[config.mk]
export PLATFORM = sky130hd
export DESIGN_NAME = c4_input_cond
export DESIGN_NICKNAME = d
export VERILOG_FILES = /design/src/rtl/c4_input_cond.sv
export SDC_FILE = /design/constraint.sdc
export NUM_CORES = 1
export LEC_CHECK = 0
export CELL_PAD_IN_SITES_DETAIL_PLACEMENT = 1
export CELL_PAD_IN_SITES_GLOBAL_PLACEMENT = 2
export CORE_MARGIN = 4
export CORE_UTILIZATION = 34
export CTS_BUF_LIST = sky130_fd_sc_hd__clkbuf_16
export DETAILED_ROUTE_END_ITERATION = 10
export GPL_ROUTABILITY_DRIVEN = 0
export PLACE_DENSITY_LB_ADDON = 0.2
export SYNTH_ARGS = -nofsm -noshare
export SYNTH_HDL_FRONTEND = slang
export SYNTH_SLANG_ARGS = --single-unit
[constraint.sdc]
create_clock -name n_clk -period 3.6 [get_ports n_clk]
set_clock_uncertainty 0.2 [all_clocks]
set_input_delay 0.36 -clock n_clk [delete_from_list [all_inputs] [get_ports n_clk]]
set_output_delay 0.36 -clock n_clk [all_outputs]
set_load 0.02 [all_outputs]
[src/rtl/c4_input_cond.sv]
`timescale 1ns/1ps
`default_nettype none
// +--------------------------------------------------------------------------+
// | c4_input_cond: 2-flop synchroniser + debouncer driving the c4 `a` input. |
// | Option macro C4_COND_PULSE_EN: `a` becomes a one-cycle press pulse.      |
// | Revision: 1.0                                                            |
// +--------------------------------------------------------------------------+
module c4_input_cond #(
  parameter int DEBOUNCE_CYCLES = 4
) (
  input  logic       n_clk,
  input  logic       rst,
  input  logic       key_in,
  output logic       a,
  output logic       stable,
  output logic [7:0] press_cnt
);

  localparam int CW = $clog2(DEBOUNCE_CYCLES + 1);
  localparam logic [CW-1:0] C_CNT_MAX = CW'(DEBOUNCE_CYCLES);
  localparam logic [CW-1:0] C_CNT_ONE = CW'(1);

  typedef enum logic [1:0] {
    IDLE_LO = 2'd0,
    WAIT_HI = 2'd1,
    IDLE_HI = 2'd2,
    WAIT_LO = 2'd3
  } state_t;

  logic          sync1_q, sync1_d;
  logic          sync2_q, sync2_d;
  state_t        state_q, state_d;
  logic [CW-1:0] cnt_q, cnt_d;
  logic          a_q, a_d;
  logic          stable_q, stable_d;
  logic [7:0]    press_cnt_q, press_cnt_d;

  always_comb begin
    sync1_d     = key_in;
    sync2_d     = sync1_q;
    state_d     = state_q;
    cnt_d       = cnt_q;
    press_cnt_d = press_cnt_q;

    case (state_q)
      IDLE_LO: begin
        if (sync2_q) begin
          state_d = WAIT_HI;
          cnt_d   = C_CNT_ONE;
        end
      end
      WAIT_HI: begin
        // A single low sample during the wait rejects the whole run.
        if (!sync2_q) begin
          state_d = IDLE_LO;
          cnt_d   = '0;
        end else if (cnt_q == C_CNT_MAX) begin
          state_d     = IDLE_HI;
          cnt_d       = '0;
          press_cnt_d = press_cnt_q + 8'd1;
        end else begin
          cnt_d = cnt_q + C_CNT_ONE;
        end
      end
      IDLE_HI: begin
        if (!sync2_q) begin
          state_d = WAIT_LO;
          cnt_d   = C_CNT_ONE;
        end
      end
      WAIT_LO: begin
        if (sync2_q) begin
          state_d = IDLE_HI;
          cnt_d   = '0;
        end else if (cnt_q == C_CNT_MAX) begin
          state_d = IDLE_LO;
          cnt_d   = '0;
        end else begin
          cnt_d = cnt_q + C_CNT_ONE;
        end
      end
      default: begin
        state_d = IDLE_LO;
        cnt_d   = '0;
      end
    endcase

    stable_d = (state_d == IDLE_LO) || (state_d == IDLE_HI);
`ifdef C4_COND_PULSE_EN
    a_d = (state_q == WAIT_HI) && (state_d == IDLE_HI);
`else
    a_d = (state_d == IDLE_HI) || (state_d == WAIT_LO);
`endif
  end

  // Falling-edge domain shared with c4, so `a` settles half a period early.
  always_ff @(negedge n_clk or negedge rst) begin
    if (!rst) begin
      sync1_q     <= 1'b0;
      sync2_q     <= 1'b0;
      state_q     <= IDLE_LO;
      cnt_q       <= '0;
      a_q         <= 1'b0;
      stable_q    <= 1'b1;
      press_cnt_q <= 8'd0;
    end else begin
      sync1_q     <= sync1_d;
      sync2_q     <= sync2_d;
      state_q     <= state_d;
      cnt_q       <= cnt_d;
      a_q         <= a_d;
      stable_q    <= stable_d;
      press_cnt_q <= press_cnt_d;
    end
  end

  assign a         = a_q;
  assign stable    = stable_q;
  assign press_cnt = press_cnt_q;

endmodule
`default_nettype wire
# Yosys cells after proc, flatten, opt, wreduce, memory -nomap -nowiden

Cells that the tools add are included.

Register bits after elaboration: 17
Latch bits: 0
Memory bits (writable): 0
ROM bits: 0
Input bits: 3
Output and inout bits: 10
Word-level logic and storage cells: 36
Memories: 0

$add $sub $neg: 2
$mul: 0
Divide/modulo/power cells: 0
Order comparisons: 0
Equality and inequality tests: 8
Shift operators: 0
Muxes and demuxes: 13
Bitwise logic cells: 0
Reductions and logical operators: 6

Operator list:

| operator                                             | number |
|---|---|
| two-way mux 3 bit                                    | 5 |
| two-way mux 2 bit                                    | 6 |
| case mux 3 bit (4 select lines)                      | 1 |
| adder 8 x 1 -> 8 bit (second input constant)         | 1 |
| equality test 2 bit (second input constant)          | 4 |
| case mux 2 bit (4 select lines)                      | 1 |
| logical NOT 2 bit                                    | 2 |
| != test 2 bit (second input constant)                | 2 |
| adder 3 x 1 -> 3 bit (second input constant)         | 1 |
| equality test 3 bit (second input constant)          | 1 |
| AND reduction 3 bit                                  | 1 |
| equality test 2 x 1 -> 1 bit (second input constant) | 1 |
| logical OR 1 bit                                     | 2 |
| AND reduction 2 bit                                  | 1 |

# Longest topological paths before layout

Depth after elaboration: 6
Mapped depth: 5
Mapped depth without buffers: 5

==> flow_summary.ini <==
[outcome]
status = completed

[sta]
tns_ns = 0
slew_viol_final = 0
tightest_slew_ns = 0.464
hold_violations = 0
setup_violations = 0
rsz0062_at_grt = no
maxSlewHeadroom_pct = 69.0

[cts]
cts.sinks = 16
path_clk_slew_ns = 0.04
htree_levels = 1
insertion_delay_ns = 0.27
hold_buffers = 0
clk_path_buf_depth = 2
clockRootBuffer = clkbuf_16
cts_tree = built
cts_made_buffers = 3

[min_path]
hp-class = reg -> reg
whs_path_depth = 0

[routing]
drtPass1Iterations = 3
routedWlPerCell_um = 12.5
via_count = 515
drc_errors = 0
drtIter0Drc = 2
finalWirelength_mm = 1.34
vias_per_cell = 4.81
ant_nets = 0

[worst_setup_path]
cp_max_fo = 1
critPathRequiredTime_ns = 3.04
critPathMaxStageDelay_ns = 0.50
critPathBufInv = 1
critPathArrivalTime_ns = 2.95
setup.worst_path.end_class = output pin
slowest_stage = dfstp_2
cp_cell_sequence = dlygate4sd2_1
crit_cells = 1
reg2reg_depth = 5
crit_type = reg -> out
start_kind = flip-flop
path_delay_family = flip-flops

[global_route]
antenna_found_initial = 0
grt_first_pass_wirelength_mm = 2.59
grt_max_degree = 17
grt_usage_pct = 12.5
grt_pass1_vias = 564
gr-total-overflow = 0

[power]
max-vdd-ir-drop_mv = 0.471
powerDensity_nw_per_um2 = 623
power.leakage_nw = 0.506

[synth]
synth_ff_type = dfrtn_1
synthDistinctLibCells = 18
yosysSeqAreaShare_pct = 57.1
ys_seq_elements = 16
netlist_instances = 61
async_flop_share_pct = 100
synth_edf_count = 0
synth.yosys.warnings = 0
syn_avg_cell_area_um2 = 11.5
synth_nets = 67
synth_area_um2 = 703

[die]
initial_core_util_pct = 35.8
io_pins = 13
die_h_um = 53.5
dieArea_um2 = 2860
rows = 16
core_area_um2 = 1960
dieWidth_um = 53.5

[final_layout]
fin_nets = 87
drive_gt1_share_pct = 13.8
layout_common_cells = dfrtn_1, dlygate4sd2_1, xor2_1
final_common_cell = dfrtn_1
fin_cells = 107
area_delta_synth_final_pct = 34.5
n_antenna_cell = 0

[flow_run]
maxCapViolations = 0

[place]
portBuffers = 12
placed_cells = 103
hpwl_um = 988
[layout make-up]
type / instances / area, µm²
Sequential cell: 16 / 402
Fill cell: 241 / 1020
Clock buffer: 3 / 75.1
Clock inverter: 2 / 7.51
Multi-Input combinational cell: 40 / 283
Timing Repair Buffer: 15 / 130
Inverter: 4 / 15.0
Tap cell: 27 / 33.8
[where the power goes]
part           internal [mW]  leakage (nW)  total, mW  switching [mW]
combinational         0.0528         0.251      0.125          0.0720
sequential             0.217         0.209      0.247          0.0293
clock                  0.149        0.0465      0.218          0.0689
total                  0.419         0.506      0.590           0.170
[flip-flops by register name, indices dropped and copies added (netlist names)]
register   flops
a              1
cnt_q          3
press_cnt      8
stable         1
state_q        1
sync1_q        1
sync2_q        1
[metrics by stage]
step	area (µm²)	setup WS (ns)	power [mW]	hold WS (ns)	utilization (%)
2_1_floorplan	703	0.682	0.334	0.0917	-
5_1_grt	946	0.0427	0.631	0.116	48.2
6_report	946	0.0937	0.590	0.0938	48.2
3_3_place_gp	880	0.156	0.384	0.0944	44.8
3_5_place_dp	880	0.134	0.391	0.0962	44.8
4_1_cts	946	0.0786	0.600	0.0961	48.2
[routing by layer]
metal / routed length, µm / GRT usage (%)
met4: 7 / 2.55
met1: 608 / 15.5
met2: 651 / 20.6
met5: 0 / 0
met3: 72 / 4.51
[path summary, 6_finish.rpt]
check / start / to / slack (ns)
max: stable / stable / 0.09
min: sync1_q / sync2_q / 0.09
max reg2reg: cnt_q[0] / press_cnt[1] / 1.83
min reg2reg: sync1_q / sync2_q / 0.09
max in group asynchronous: rst / stable / 0.99
min in group asynchronous: rst / cnt_q[0] / 1.89
[cells in the mapped netlist, types with 2 or more instances]
master | n | area [µm²]
xor2_1 | 8 | 70.1
nand2_1 | 6 | 22.5
inv_1 | 5 | 18.8
nand3_1 | 4 | 20.0
nor4_1 | 3 | 18.8
mux2_2 | 2 | 22.5
ha_1 | 3 | 37.5
dfrtn_1 | 15 | 375
nor2_1 | 3 | 11.3
nand2b_1 | 2 | 12.5
nor3_1 | 3 | 15.0
[kinds of logic (layout without fill, tap and decap cells)]
logic type / after synthesis / count (layout) / share of synthesized area [%]
mux: 3 / 3 / 4.63
simple gates: 23 / 23 / 17.6
xor+xnor: 8 / 8 / 9.96
compound gates: 3 / 3 / 2.67
flops: 16 / 16 / 57.1
fa+ha+maj: 3 / 3 / 5.34
buf+inv: 5 / 24 / 2.67
[timing repair]
| item | in CTS | in global routing |
|---|---|---|
| gates resized for setup | 10 | 0 |
| buffers inserted | 0 | 0 |
| endpoints found under the setup margin | 10 | 0 |
Note: power is estimated with default switching activity, not from simulation.
